`src/rtl/cmem_loader_if.sv`:
```
// Stream and memory-port signals between the coefficient loader and its
// surroundings. The loader uses the slave view; the host/cmem side uses master.
interface cmem_loader_if #(
    parameter int AW = 8,
    parameter int DW = 20
);
    logic          in_valid;
    logic [DW-1:0] in_data;
    logic          in_ready;
    logic          CEN;
    logic          WEN;
    logic [AW-1:0] CADDR;
    logic [DW-1:0] D;
    logic [AW-1:0] A0;
    logic [DW-1:0] Q0;

    modport slave (
        input  in_valid, in_data, Q0,
        output in_ready, CEN, WEN, CADDR, D, A0
    );

    modport master (
        output in_valid, in_data, Q0,
        input  in_ready, CEN, WEN, CADDR, D, A0
    );
endinterface

```
`src/rtl/cmem_loader.sv`:
```
// Coefficient memory loader: writes a stream of words into consecutive cmem
// addresses (wrapping modulo depth), reads the region back and flags a
// checksum mismatch.
//
// state | meaning
// ------+-------------------------------------------------------------
// IDLE  | waiting for start; outputs hold last result
// LOAD  | accepting words, one write cycle per accepted word
// DRAIN | final write cycle in flight
// READ  | issuing one readback address per cycle
// FLUSH | last readback address being sampled by cmem
// CHECK | last readback word arrives; compare sums, pulse done
module cmem_loader #(
    parameter int AW = 8,
    parameter int DW = 20,
    parameter int SW = 28
) (
    input  logic          clk,
    input  logic          rst,
    input  logic          start,
    input  logic [AW-1:0] base_addr,
    input  logic [AW:0]   len,
    cmem_loader_if.slave  bus,
    output logic          busy,
    output logic          done,
    output logic          err,
    output logic [SW-1:0] wsum
);

    localparam logic [2:0] IDLE  = 3'd0;
    localparam logic [2:0] LOAD  = 3'd1;
    localparam logic [2:0] DRAIN = 3'd2;
    localparam logic [2:0] READ  = 3'd3;
    localparam logic [2:0] FLUSH = 3'd4;
    localparam logic [2:0] CHECK = 3'd5;

    localparam logic [AW:0] DEPTH = (AW+1)'(1 << AW);
    localparam logic [AW:0] ONE   = (AW+1)'(1);

    logic [2:0]    state;
    logic [AW-1:0] base_r;
    logic [AW:0]   len_r;
    logic [AW:0]   cnt;
    logic [AW:0]   cnt_inc;
    logic [AW-1:0] addr;
    logic          wr_pending;
    logic          len_err;
    logic          a0_live;   // a read address is on A0 this cycle
    logic          q_live;    // Q0 carries data for last cycle's read address
    logic [SW-1:0] rsum;
    logic [SW-1:0] rsum_nxt;
    logic [SW-1:0] in_ext;
    logic [SW-1:0] q_ext;
    logic          hs;

    // Input is refused while a write cycle is in flight: max one word per two cycles.
    assign bus.in_ready = (state == LOAD) && !wr_pending;
    assign hs           = bus.in_valid && bus.in_ready;
    assign cnt_inc      = cnt + ONE;
    assign addr         = base_r + cnt[AW-1:0];
    assign in_ext       = {{(SW-DW){1'b0}}, bus.in_data};
    assign q_ext        = {{(SW-DW){1'b0}}, bus.Q0};
    // The final readback word arrives during CHECK, so the compare uses the
    // sum including the word currently on Q0.
    assign rsum_nxt     = q_live ? (rsum + q_ext) : rsum;

    // Sequencer, memory-port drive and checksum accumulation.
    always_ff @(posedge clk or posedge rst) begin
        if (rst) begin
            state      <= IDLE;
            base_r     <= '0;
            len_r      <= '0;
            cnt        <= '0;
            wr_pending <= 1'b0;
            len_err    <= 1'b0;
            a0_live    <= 1'b0;
            q_live     <= 1'b0;
            rsum       <= '0;
            wsum       <= '0;
            busy       <= 1'b0;
            done       <= 1'b0;
            err        <= 1'b0;
            bus.CEN    <= 1'b1;
            bus.WEN    <= 1'b1;
            bus.CADDR  <= '0;
            bus.D      <= '0;
            bus.A0     <= '0;
        end else begin
            done   <= 1'b0;
            q_live <= a0_live;
            rsum   <= rsum_nxt;
            case (state)
                IDLE: begin
                    if (start) begin
                        base_r <= base_addr;
                        len_r  <= len;
                        wsum   <= '0;
                        rsum   <= '0;
                        cnt    <= '0;
                        err    <= 1'b0;
                        busy   <= 1'b1;
                        if (len > DEPTH) begin
                            len_err <= 1'b1;
                            state   <= CHECK;
                        end else if (len == '0) begin
                            len_err <= 1'b0;
                            state   <= CHECK;
                        end else begin
                            len_err <= 1'b0;
                            state   <= LOAD;
                        end
                    end
                end
                LOAD: begin
                    if (wr_pending) begin
                        bus.CEN    <= 1'b1;
                        bus.WEN    <= 1'b1;
                        wr_pending <= 1'b0;
                    end
                    if (hs) begin
                        bus.CEN    <= 1'b0;
                        bus.WEN    <= 1'b0;
                        bus.CADDR  <= addr;
                        bus.D      <= bus.in_data;
                        wsum       <= wsum + in_ext;
                        cnt        <= cnt_inc;
                        wr_pending <= 1'b1;
                        if (cnt_inc == len_r) begin
                            state <= DRAIN;
                        end
                    end
                end
                DRAIN: begin
                    bus.CEN    <= 1'b1;
                    bus.WEN    <= 1'b1;
                    wr_pending <= 1'b0;
                    cnt        <= '0;
                    state      <= READ;
                end
                READ: begin
                    bus.CEN <= 1'b0;
                    bus.WEN <= 1'b1;
                    bus.A0  <= addr;
                    a0_live <= 1'b1;
                    cnt     <= cnt_inc;
                    if (cnt_inc == len_r) begin
                        state <= FLUSH;
                    end
                end
                FLUSH: begin
                    bus.CEN <= 1'b1;
                    a0_live <= 1'b0;
                    state   <= CHECK;
                end
                CHECK: begin
                    err   <= len_err || (rsum_nxt != wsum);
                    done  <= 1'b1;
                    busy  <= 1'b0;
                    state <= IDLE;
                end
                default: begin
                    state <= IDLE;
                end
            endcase
        end
    end

endmodule

```
`src/flat_wrapper.sv`:
```
// flat-port wrapper written by rule: the top's interface ports become plain ports
module cmem_loader_flat 
#(
    parameter int AW = 8,
    parameter int DW = 20,
    parameter int SW = 28
)
  (clk, rst, start, base_addr, len, busy, done, err, wsum, bus_in_valid, bus_in_data, bus_Q0, bus_in_ready, bus_CEN, bus_WEN, bus_CADDR, bus_D, bus_A0);
  cmem_loader_if #(.AW(AW), .DW(DW)) bus_i ();
  input  logic clk;
  input  logic rst;
  input  logic start;
  input  logic [AW-1:0] base_addr;
  input  logic [AW:0] len;
  output logic busy;
  output logic done;
  output logic err;
  output logic [SW-1:0] wsum;
  input wire logic [$bits(bus_i.in_valid)-1:0] bus_in_valid;
  input wire logic [$bits(bus_i.in_data)-1:0] bus_in_data;
  input wire logic [$bits(bus_i.Q0)-1:0] bus_Q0;
  output wire logic [$bits(bus_i.in_ready)-1:0] bus_in_ready;
  output wire logic [$bits(bus_i.CEN)-1:0] bus_CEN;
  output wire logic [$bits(bus_i.WEN)-1:0] bus_WEN;
  output wire logic [$bits(bus_i.CADDR)-1:0] bus_CADDR;
  output wire logic [$bits(bus_i.D)-1:0] bus_D;
  output wire logic [$bits(bus_i.A0)-1:0] bus_A0;
  assign bus_i.in_valid = bus_in_valid;
  assign bus_i.in_data = bus_in_data;
  assign bus_i.Q0 = bus_Q0;
  assign bus_in_ready = bus_i.in_ready;
  assign bus_CEN = bus_i.CEN;
  assign bus_WEN = bus_i.WEN;
  assign bus_CADDR = bus_i.CADDR;
  assign bus_D = bus_i.D;
  assign bus_A0 = bus_i.A0;
  cmem_loader #(.AW(AW), .DW(DW), .SW(SW)) u_core (.clk(clk), .rst(rst), .start(start), .base_addr(base_addr), .len(len), .bus(bus_i), .busy(busy), .done(done), .err(err), .wsum(wsum));
endmodule
```
`config.mk`:
```
export PLATFORM = sky130hd
export DESIGN_NAME = cmem_loader_flat
export DESIGN_NICKNAME = d
export VERILOG_FILES = /design/src/rtl/cmem_loader_if.sv /design/src/rtl/cmem_loader.sv /design/src/flat_wrapper.sv
export SDC_FILE = /design/constraint.sdc
export NUM_CORES = 1
export LEC_CHECK = 0
export BUFFER_PORTS_ARGS = -buffer_cell sky130_fd_sc_hd__buf_2
export CELL_PAD_IN_SITES_DETAIL_PLACEMENT = 0
export CELL_PAD_IN_SITES_GLOBAL_PLACEMENT = 1
export CORE_MARGIN = 2
export CORE_UTILIZATION = 30
export DETAILED_ROUTE_END_ITERATION = 6
export PLACE_DENSITY_LB_ADDON = 0.1
export SYNTH_ARGS = -nofsm -noshare
export SYNTH_HDL_FRONTEND = slang
export SYNTH_SLANG_ARGS = --single-unit
```
`constraint.sdc`:
```
create_clock -name clk -period 13.5 [get_ports clk]
set_clock_uncertainty 0.15 [all_clocks]
set_input_delay 2.7 -clock clk [delete_from_list [all_inputs] [get_ports clk]]
set_output_delay 2.7 -clock clk [all_outputs]
set_load 0.005 [all_outputs]
```
# Yosys cells after proc, flatten, opt, wreduce, memory -nomap -nowiden
# Index checks and enable logic that the tools add are counted.
[totals] out_inout_bits=70 inputBits=61 reg_bits=130
[classes] mux=29 order_cmp=1 n_addsub=4 n_reduce_logical=23 n_eq_ne=12
[op_table] operator="2-to-1 mux 28 bit" n=5
[op_table] operator="adder 28 x 20 -> 28 bit" n=2
[op_table] operator="one-hot mux 28 bit (2 select lines)" n=1
[op_table] operator="one-hot mux 9 bit (4 select lines)" n=1
[op_table] operator="inequality test 28 bit" n=1
[op_table] operator="2-to-1 mux 3 bit" n=6
[op_table] operator="2-to-1 mux 9 bit" n=2
[op_table] operator="one-hot mux 3 bit (5 select lines)" n=1
[op_table] operator="one-hot mux 1 bit (2 select lines)" n=5
[op_table] operator="AND reduction 2 bit" n=5
[op_table] operator="nonzero test 2 bit" n=5
[op_table] operator="adder 9 x 1 -> 9 bit (second input constant)" n=1
[op_table] operator="equality test 9 bit" n=1
[op_table] operator="greater-than comparator 9 bit (second input constant)" n=1
[op_table] operator="zero test 9 bit" n=1
[op_table] operator="adder 8 bit" n=1
[op_table] operator="2-to-1 mux 1 bit" n=7
[op_table] operator="equality test 3 x 2 -> 1 bit (second input constant)" n=2
[op_table] operator="equality test 3 bit (second input constant)" n=2
[op_table] operator="AND reduction 3 bit" n=2
[op_table] operator="inequality test 2 x 1 -> 1 bit (second input constant)" n=2
[op_table] operator="inequality test 2 bit (second input constant)" n=2
[op_table] operator="AND reduction 4 bit" n=1
[op_table] operator="nonzero test 4 bit" n=1
[op_table] operator="other kinds (9)" n=11

# Longest topological paths before layout
# Gate-level depths: netlist (run 1).
[logic_depth] word_depth=5 ltp_mapped=12 depth_no_buf=12

# Worst setup path before layout (run 1)
# Ideal clock, no wire load.
[synth_timing] kind="input -> register" start="in bus_Q0[0]" end="reg u_core.err" t_arrival_ps=5181 path_slack_ps=8033 cell_stages=12 setup_ps=136 n_path_buf=0 path_cell_list="ha_1 fa_1 a211oi_1 o21ai_2 a21bo_2 o2bb2ai_4 o21ai_2 and3_1 o31ai_1 nand4b_1 a2111oi_0 a31oi_1"
[synth_via] elab_chain_len=5
[synth_lines] item="from (decl)" line_no="flat_wrapper.sv:21" text="input wire logic [$bits(bus_i.Q0)-1:0] bus_Q0;"
[synth_lines] item="adder 28 x 20 -> 28 bit" line_no="cmem_loader.sv:65" text="assign rsum_nxt = q_live ? (rsum + q_ext) : rsum;"
[synth_lines] item="2-to-1 mux 28 bit" line_no="cmem_loader.sv:65"
[synth_lines] item="inequality test 28 bit" line_no="cmem_loader.sv:156" text="err <= len_err || (rsum_nxt != wsum);"
[synth_lines] item="logical OR 1 bit" line_no="cmem_loader.sv:156"
[synth_lines] item="one-hot mux 1 bit (2 select lines)" line_no="cmem_loader.sv:92" text="case (state)"
[synth_lines] item="to (signal assigned)" line_no="cmem_loader.sv:156"
[synth_lines] item="to (decl)" line_no="cmem_loader.sv:26" text="output logic err,"
# No other way between the ends.
# A chain may end at the register's enable or synchronous reset.

# Final worst setup path (run 1)
# Same ends and word-level chain as after synthesis.

==> results of run 1 <==
power by group:
| group | internal [uW] | switching, uW | total, uW | leakage [uW] |
|---|---|---|---|---|
| combinational | 637 | 866 | 1500 | 0.00297 |
| clock | 284 | 204 | 488 | 0.000298 |
| sequential | 563 | 197 | 761 | 0.00161 |
registers in the layout, summed over array words and instances (netlist names), 3 cells and up:
register          flops
u_core.rsum          28
u_core.wsum          28
u_core.bus.D         20
u_core.cnt            9
u_core.len_r          9
u_core.base_r         8
u_core.bus.A0         8
u_core.bus.CADDR      8
u_core.state          3
area by class of cell:
class,instances,share of cell area (%)
Timing Repair Buffer,137,6.84
Multi-Input combinational cell,799,49.8
Inverter,29,1.11
Sequential cell,130,31.7
Clock inverter,13,1.57
Clock buffer,19,4.31
Tap cell,384,4.67
per-layer routing:
metal / vias up / global-route usage, %
li1: 3732 / -
met1: 3509 / 25.9
met2: 145 / 29.4
met3: 25 / 4.33
met4: 0 / 4.83
met5: - / 0
cell usage after synthesis, types with 8 or more instances:
cell type  count  area, sq um
nand2_1      199          747
dfrtp_1      128         3200
nor2_1        74          278
o21ai_0       72          360
xnor2_1       62          543
a21oi_1       51          255
ha_1          49          613
xor2_1        39          342
clkbuf_1      31          116
inv_1         29          109
nand3_1       22          110
mux2i_1       17          170
nor3_1        17         85.1
nand4_1       12         75.1
nand2b_1      11         68.8
or3_1         11         68.8
a211oi_1      10         75.1
a21o_1        10         75.1
nor2b_1        9         56.3
and3_1         8         50.1
worst reg2reg max path, cell delays in order (launching register included):
cell and delay (ps):
dfrtp_1 600, nor2b_2 290, nand4_1 120, buf_4 310, a21oi_1 210, o21ai_0 80, buf_4 210, nor2_1 540
and4_1 330, and3_1 190, nand2_1 100, o311ai_0 340, o41ai_1 130
per-stage QoR:
stage	hold slack, ps	util, %	setup slack [ps]
CTS	248	35.9	7940
finish	246	35.9	7960
global route	254	35.9	7670
detailed placement	231	33.8	7530
floorplan	219	-	7180
global placement	232	33.8	7560
path summary, 6_finish.rpt:
kind,from,endpoint,slack [ps]
hold reg to reg,u_core.a0_live,u_core.q_live,250
setup reg to reg,u_core.state[0],u_core.wsum[26],9770
hold / removal,u_core.a0_live,u_core.q_live,250
max in group asynchronous,rst,u_core.len_r[4],9680
min in group asynchronous,rst,u_core.bus.D[6],2180
setup / recovery,bus_Q0[0],u_core.err,7960
cell families after synthesis:
group / synth area share, %
mux: 2.87
flops: 37.5
simple gates: 20.1
fa+ha+maj: 7.75
xor+xnor: 10.7
compound gates: 17.5
buf+inv: 3.56
==> results.json, run 1 <==
{
  "outcome": "finished, final reports clean",
  "grt_pass1_vias": 7657,
  "cap_violations": 0,
  "yosysSeqAreaShare_pct": 37.5,
  "worstSetupPathDepth": 13,
  "hold_violations": 0,
  "layout_commonest_cell": "nand2_1",
  "fmax_mhz": 180,
  "dr_wl_met2_um": 12300,
  "post_cts_buffers": 0,
  "total_power_uw": 2750,
  "yosys_register_bits": 130,
  "max_slew_margin_pct": 36.9,
  "layout-drive-gt1-share_pct": 18.1,
  "syn_nets": 1112,
  "die_w_um": 174,
  "tightest_slew_ps": 940,
  "wl_met1_um": 13400,
  "num_rows": 62,
  "p_leak_uw": 0.00488,
  "endpoint_kind": "flip-flop",
  "drc": 0,
  "syn_to_final_growth_pct": 18.4,
  "grt_pass1_wl_um": 44100,
  "fin_crit_ps": 5540,
  "numClockSinks": 130,
  "initial_core_util_pct": 30.3,
  "clk_latency_ps": 430,
  "crit_family": "compound AO/OA/AOI/OAI gates",
  "syn_inst": 999,
  "syn_area_sq_um": 8680,
  "startpoint_type": "input port",
  "grt_max_degree": 71,
  "cp.arrival_ps": 5680,
  "hp-class": "flip-flop to flip-flop",
  "cts-htree-levels": 4,
  "path_clk_slew_ps": 60,
  "core_area_sq_um": 28600,
  "ios": 131,
  "portBuffers": 130,
  "postPlaceCellArea_sq_um": 9680,
  "post_cts_resized": 0,
  "top_layer_used": "met4",
  "grtUsageTotal_pct": 18.7,
  "required_ps": 13640,
  "antenna_cells": 0,
  "cts_hold_buffers": 0,
  "multi_input_area_sq_um": 5120,
  "drt-total-wl_um": 27300,
  "ys.flop_type": "dfrtp_1",
  "synth_enable_flop_cells": 0,
  "finalNetCount": 1227,
  "place_congestion": 0.836,
  "finalMaxSlewViolations": 0,
  "synthArstFlopShare_pct": 100,
  "grt_overflow": 0,
  "viasPerCell": 4.90,
  "fin_setup_tns_ps": 0,
  "hpwlAfterDp_um": 20900,
  "antenna_found_initial": 0,
  "layout.cells.non_filler": 1511,
  "rsz0062_at_grt": "false",
  "max-vdd-ir-drop_mv": 0.0870,
  "dr.pass1.iters": 4,
  "crit_fanout": 7,
  "seq_area_sq_um": 3260,
  "path_class": "input port to flip-flop",
  "nFillCells": 3045,
  "die-area_sq_um": 30300,
  "ctsRootBufferMaster": "clkbuf_16",
  "final_cell_area_sq_um": 10300,
  "finalCritPeriodShare_pct": 41.1,
  "wl_met3_um": 1220,
  "p_per_area_nw_per_um2": 268,
  "dieHeight_um": 174,
  "cts_buffers": 17,
  "path_common_cell": "o21ai_2",
  "cts_buffer_depth": 2,
  "ys_types": 75,
  "post_drt_wl_per_cell_um": 18.1,
  "num_vias": 7411,
  "setup_violations": 0,
  "cp_slowest_stage_delay_ps": 450,
  "cp_slowest_cell": "fa_1",
  "ff2ff_path_depth": 12,
  "drt_iter0_drc": 391,
  "syn_area_per_cell_sq_um": 8.69,
  "most-common-layout-cells": "nand2_1, buf_2, dfrtp_1",
  "cts_tree": "built",
  "path_buf_inv": 1,
  "synth_warnings": 0,
  "cp_cell_sequence": "buf_2 > ha_1 > fa_1 > a211oi_1 > o21ai_2 > a21bo_2 > o2bb2ai_4 > o21ai_2 > and3_1 > o31ai_1 > nand4b_1 > a2111oi_0 > a31oi_1",
  "antenna_left": 0,
  "holdPathStages": 0,
  "dp_cells": 1479
}
No activity file was read; power rests on OpenSTA's default activity.
==> run 2, diff against run 1 <==
==> constraint.sdc (replaced) <==
create_clock -name clk -period 4.5 [get_ports clk]
set_clock_uncertainty 0.15 [all_clocks]
set_input_delay 0.9 -clock clk [delete_from_list [all_inputs] [get_ports clk]]
set_output_delay 0.9 -clock clk [all_outputs]
set_load 0.005 [all_outputs]
==> run 2 against run 1 <==
Against the previous run:
- first-iteration DRC count increased by 12%
- critical path depth is the same
- critical path type unchanged
- final cell count rose by 0.20%
- power rose to 3.0 times the previous value
- die area is the same
- largest cell class unchanged
==> results.json, run 2 (synthesis gave the netlist of run 1 again) <==
{
  "r2r_start": "u_core.wsum[0]",
  "critPathCapture": "u_core.wsum[22]",
  "portBuffers": 130,
  "hp-class": "flip-flop to flip-flop",
  "die_w_um": 174,
  "dieHeight_um": 174,
  "fin_setup_tns_ps": 0,
  "drt_iter0_drc": 438,
  "post_cts_resized": 0,
  "worst-r2r-setup-slack_ps": 810,
  "place_congestion": 0.877,
  "cts_buffer_depth": 2,
  "max-vdd-ir-drop_mv": 0.312,
  "post_cts_buffers": 0,
  "hold_violations": 0,
  "drt-total-wl_um": 27800,
  "busiest_layer": "met2",
  "numClockSinks": 130,
  "post_drt_wl_per_cell_um": 18.3,
  "setup_violations": 0,
  "path_class": "input port to flip-flop",
  "tightest_slew_ps": 946,
  "holdWs_ps": 253,
  "finalNetCount": 1231,
  "layout-drive-gt1-share_pct": 18.2,
  "fmax_mhz": 266,
  "required_ps": 4630,
  "grt_max_degree": 54,
  "antenna_found_initial": 1,
  "most-common-layout-cells": "nand2_1, buf_2, dfrtp_1",
  "cts_tree": "built",
  "cp.arrival_ps": 3890,
  "grt_pass1_wl_um": 44400,
  "seq_area_sq_um": 3260,
  "clk_latency_ps": 430,
  "grtUsageTotal_pct": 18.9,
  "max_slew_margin_pct": 36.5,
  "ff2ff_path_depth": 12,
  "endpoint_kind": "flip-flop",
  "cap_violations": 0,
  "grt_use_met2_pct": 29.8,
  "nFillCells": 3018,
  "total_power_uw": 8290,
  "met3_usage_pct": 4.79,
  "hpwlAfterDp_um": 21100,
  "die-area_sq_um": 30300,
  "drc": 0,
  "core_area_sq_um": 28600,
  "cts_hold_buffers": 0,
  "top_regs": "u_core.rsum: 28 flops, u_core.wsum: 28 flops, u_core.bus.D: 20 flops",
  "postPlaceCellArea_sq_um": 9730,
  "syn_to_final_growth_pct": 19.0,
  "crit_fanout": 6,
  "outcome": "finished, final reports clean",
  "multi_input_area_sq_um": 5120,
  "grt_overflow": 0,
  "startpoint_type": "input port",
  "crit_path_start": "bus_in_data[0]",
  "fin_crit_ps": 3760,
  "ctsRootBufferMaster": "clkbuf_16",
  "antenna_cells": 0,
  "cts-htree-levels": 4,
  "finalCritPeriodShare_pct": 83.6,
  "path_clk_slew_ps": 70,
  "viasPerCell": 4.97,
  "p_leak_uw": 0.00490,
  "antenna_left": 0,
  "final_cell_area_sq_um": 10300,
  "timing.rr.end": "u_core.wsum[22]",
  "utilization_pct": 36.1,
  "grt_util_met1_pct": 26.2,
  "ios": 131,
  "rsz0062_at_grt": "false",
  "num_vias": 7524,
  "p_per_area_nw_per_um2": 802,
  "cts_buffers": 17,
  "grt_pass1_vias": 7635,
  "initial_core_util_pct": 30.3,
  "num_rows": 62,
  "finalMaxSlewViolations": 0,
  "dr.pass1.iters": 5,
  "layout_commonest_cell": "nand2_1"
}
run 2: per-layer routing:
| layer | vias to the layer above | share of wire, % |
|---|---|---|
| met2 | 163 | 46 |
| li1 | 3738 | - |
| met5 | - | 0.047 |
| met4 | 2 | 1.1 |
| met3 | 20 | 5.0 |
| met1 | 3601 | 48 |
run 2: layout make-up:
| class | count | area share [%] |
|---|---|---|
| inverter | 29 | 1.09 |
| tap | 384 | 4.65 |
| timing repair buffer | 141 | 7.34 |
| clock inverter | 11 | 1.49 |
| multi-input combinational | 799 | 49.6 |
| sequential | 130 | 31.5 |
| clock buffer | 20 | 4.32 |
run 2: worst min-delay path by stage:
stage	startpoint	to	depth (start not counted)
4_1_cts	u_core.a0_live	u_core.q_live	0
5_1_grt	u_core.a0_live	u_core.q_live	0
3_3_place_gp	u_core.a0_live	u_core.q_live	0
2_1_floorplan	u_core.a0_live	u_core.q_live	0
6_report	u_core.a0_live	u_core.q_live	0
3_5_place_dp	u_core.a0_live	u_core.q_live	0
run 2: power breakdown:
part	switching, uW	internal (uW)
combinational	2610	1930
clock	571	888
sequential	600	1690
total	3780	4510
run 2: through the flow:
step | worst slack, ps | cells
after floorplan | 833 | 999
after global placement | 354 | 1483
after detailed placement | 317 | 1483
after CTS | 766 | 1514
after global routing | 490 | 1514
final | 740 | 1514
run 2: critical path: stages:
cell      delay, ps
buf_2           110
ha_1            220
fa_1            410
a21o_1          170
a21oi_1         230
o21bai_1        130
a31o_2          290
a211oi_1        390
o31ai_1         210
a211oi_2        480
nor3_1          120
xnor2_1         160
nor2_1           50
==> run 3, diff against run 2 <==
--- a/config.mk
+++ b/config.mk
@@ -5,6 +5,7 @@
 export SDC_FILE = /design/constraint.sdc
 export NUM_CORES = 1
 export LEC_CHECK = 0
+export ABC_AREA = 1
 export BUFFER_PORTS_ARGS = -buffer_cell sky130_fd_sc_hd__buf_2
 export CELL_PAD_IN_SITES_DETAIL_PLACEMENT = 0
 export CELL_PAD_IN_SITES_GLOBAL_PLACEMENT = 1
==> constraint.sdc (replaced) <==
create_clock -name clk -period 3.4 [get_ports clk]
set_clock_uncertainty 0.15 [all_clocks]
set_input_delay 0.68 -clock clk [delete_from_list [all_inputs] [get_ports clk]]
set_output_delay 0.68 -clock clk [all_outputs]
set_load 0.005 [all_outputs]
==> run 3 against run 2 <==
Against the previous run:
- first-iteration DRC count down 18%
- clock power up 34%
- critical path type is now flip-flop to flip-flop
- highest routed layer is now met4
- area after synthesis up 1.9%
- design area up 2.8%
- combinational power up 27%
- hold slack worse by 200 ps
==> results.json, run 3 <==
{
  "outcome": "finished, final reports clean",
  "max_slew_margin_pct": 45.6,
  "antenna_cells": 0,
  "layout-drive-gt1-share_pct": 17.4,
  "top_regs": "u_core.rsum: 28 flops, u_core.wsum: 28 flops, u_core.bus.D: 20 flops",
  "final_cell_area_sq_um": 10600,
  "num_rows": 62,
  "cts_hold_buffers": 0,
  "required_ps": 3580,
  "grt_pass1_wl_um": 45400,
  "fin_crit_ps": 2850,
  "hp-class": "input port to asynchronous set/reset pin",
  "viasPerCell": 4.61,
  "nFillCells": 3189,
  "holdWs_ps": 54.9,
  "finalNetCount": 1505,
  "syn_area_per_cell_sq_um": 7.04,
  "path_class": "flip-flop to flip-flop",
  "initial_core_util_pct": 30.7,
  "p_per_area_nw_per_um2": 992,
  "max-vdd-ir-drop_mv": 0.390,
  "synth_top_area_cell": "dfrtp_1",
  "numClockSinks": 130,
  "cts_buffer_depth": 2,
  "antenna_left": 0,
  "wl_met3_um": 941,
  "drt_iter0_drc": 361,
  "cts_buffers": 17,
  "grtUsageTotal_pct": 19.0,
  "hold_violations": 0,
  "setup_violations": 0,
  "place_congestion": 0.823,
  "antenna_found_initial": 0,
  "worst-r2r-setup-slack_ps": 550,
  "synth_enable_flop_cells": 0,
  "most-common-layout-cells": "nand2_1, inv_1, buf_2",
  "fmax_mhz": 351,
  "syn_nets": 1369,
  "fin_setup_tns_ps": 0,
  "synth_warnings": 0,
  "ios": 131,
  "wl_met1_um": 13900,
  "synth.top_cell.area_share_pct": 36.2,
  "crit_path_start": "u_core.rsum[16]",
  "tightest_slew_ps": 815,
  "num_vias": 8255,
  "crit_fanout": 6,
  "ff2ff_path_depth": 18,
  "synthArstFlopShare_pct": 100,
  "syn_area_sq_um": 8850,
  "startpoint_type": "flip-flop",
  "yosys.cell_count.top_type": "nand2_1",
  "top_layer_used": "met4",
  "dr.pass1.iters": 4,
  "finalCritPeriodShare_pct": 83.8,
  "drt-total-wl_um": 28400,
  "post_cts_resized": 0,
  "syn_to_final_growth_pct": 20.1,
  "layout_commonest_cell": "nand2_1",
  "grt_max_degree": 54,
  "die_w_um": 176,
  "post_drt_wl_per_cell_um": 15.9,
  "cts-htree-levels": 4,
  "drc": 0,
  "ys_types": 43,
  "r2r_start": "u_core.rsum[16]",
  "ys_top_cells_by_count": "nand2_1, inv_1, dfrtp_1",
  "timing.rr.end": "u_core.err",
  "total_power_uw": 10500,
  "synth.area.top_cells": "dfrtp_1, nand2_1, ha_1",
  "endpoint_kind": "flip-flop",
  "cp.arrival_ps": 3030,
  "critPathCapture": "u_core.err",
  "yosys_register_bits": 130,
  "grt_overflow": 0,
  "portBuffers": 130,
  "cts_tree": "built",
  "postPlaceCellArea_sq_um": 10000,
  "rsz0062_at_grt": "false",
  "grt_pass1_vias": 8165,
  "ctsRootBufferMaster": "clkbuf_16",
  "clk_latency_ps": 430,
  "syn_inst": 1256,
  "hpwlAfterDp_um": 22600,
  "post_cts_buffers": 0,
  "die-area_sq_um": 30900,
  "p_leak_uw": 0.00557,
  "finalMaxSlewViolations": 0,
  "cap_violations": 0,
  "dieHeight_um": 176,
  "yosysSeqAreaShare_pct": 36.8,
  "path_clk_slew_ps": 70,
  "core_area_sq_um": 28900,
  "ys.flop_type": "dfrtp_1",
  "dr_wl_met2_um": 13400
}
-- run 3: cell count changes after synthesis, moves of 17 or more --
cell / before / now
xnor2_1: 62 / 7
nand2_1: 199 / 406
mux2i_1: 17 / 0
clkbuf_1: 31 / 14
a21oi_1: 51 / 84
inv_1: 29 / 144
nand3_1: 22 / 107
xor2_1: 39 / 16
-- run 3: worst max-delay path, stage by stage (launching register included) --
cell and delay, ps:
dfrtp_1 430, ha_1 440, nand2_1 130, inv_1 70, nand2_1 130, nor3_2 260
nand3_1 210, nand3_2 150, nand2_1 60, nand2_1 120, nand2_1 60, nand2_1 60
o21ai_1 60, inv_1 50, nand2_1 40, nor2_1 110, nand4_1 100, nand2_1 60
inv_1 30
-- run 3: area by class of cell --
class	instances	area [sq um]	area share, %
clock buffer	17	425	4.00
clock inverter	15	193	1.81
inverter	156	592	5.57
multi-input combinational	945	4910	46.2
sequential	130	3260	30.6
tap	384	480	4.52
timing repair buffer	142	766	7.21
-- run 3: layer usage --
layer | up-vias | GRT usage, %
met5 | - | 0
met4 | 0 | 3.55
met3 | 10 | 2.77
met2 | 143 | 32.0
met1 | 3721 | 26.1
li1 | 4381 | -
-- run 3: logic make-up after synthesis --
logic type | count (synthesis) | share of synthesized area [%]
AO/OA/AOI/OAI | 192 | 11.7
XOR/XNOR | 23 | 2.28
adder cells (fa/ha/maj) | 52 | 7.61
buffers and inverters | 181 | 7.86
flip-flops | 130 | 36.8
AND/OR/NAND/NOR | 678 | 33.8
-- run 3: worst min path at each step --
| stage | from | end | slack, ps | cells past startpoint |
|---|---|---|---|---|
| floorplan | u_core.a0_live | u_core.q_live | 200 | 0 |
| global placement | u_core.a0_live | u_core.q_live | 210 | 0 |
| detailed placement | u_core.a0_live | u_core.q_live | 220 | 0 |
| CTS | rst | u_core.bus.A0[0] | 50 | 2 |
| global route | rst | u_core.bus.A0[0] | 50 | 2 |
| finish | rst | u_core.bus.A0[0] | 50 | 2 |
-- run 3: where the power goes --
group	switching [uW]	internal, uW	leakage, uW
Sequential	610	2210	0.00164
Clock	782	1170	0.000302
Combinational	3720	2040	0.00364
-- run 3: per-stage QoR --
step	worst slack, ps	utilization, %	instances
6_report	549	36.8	1789
5_1_grt	315	36.8	1789
4_1_cts	546	36.8	1789
2_1_floorplan	693	-	1256
3_3_place_gp	163	34.7	1757
3_5_place_dp	175	34.7	1757
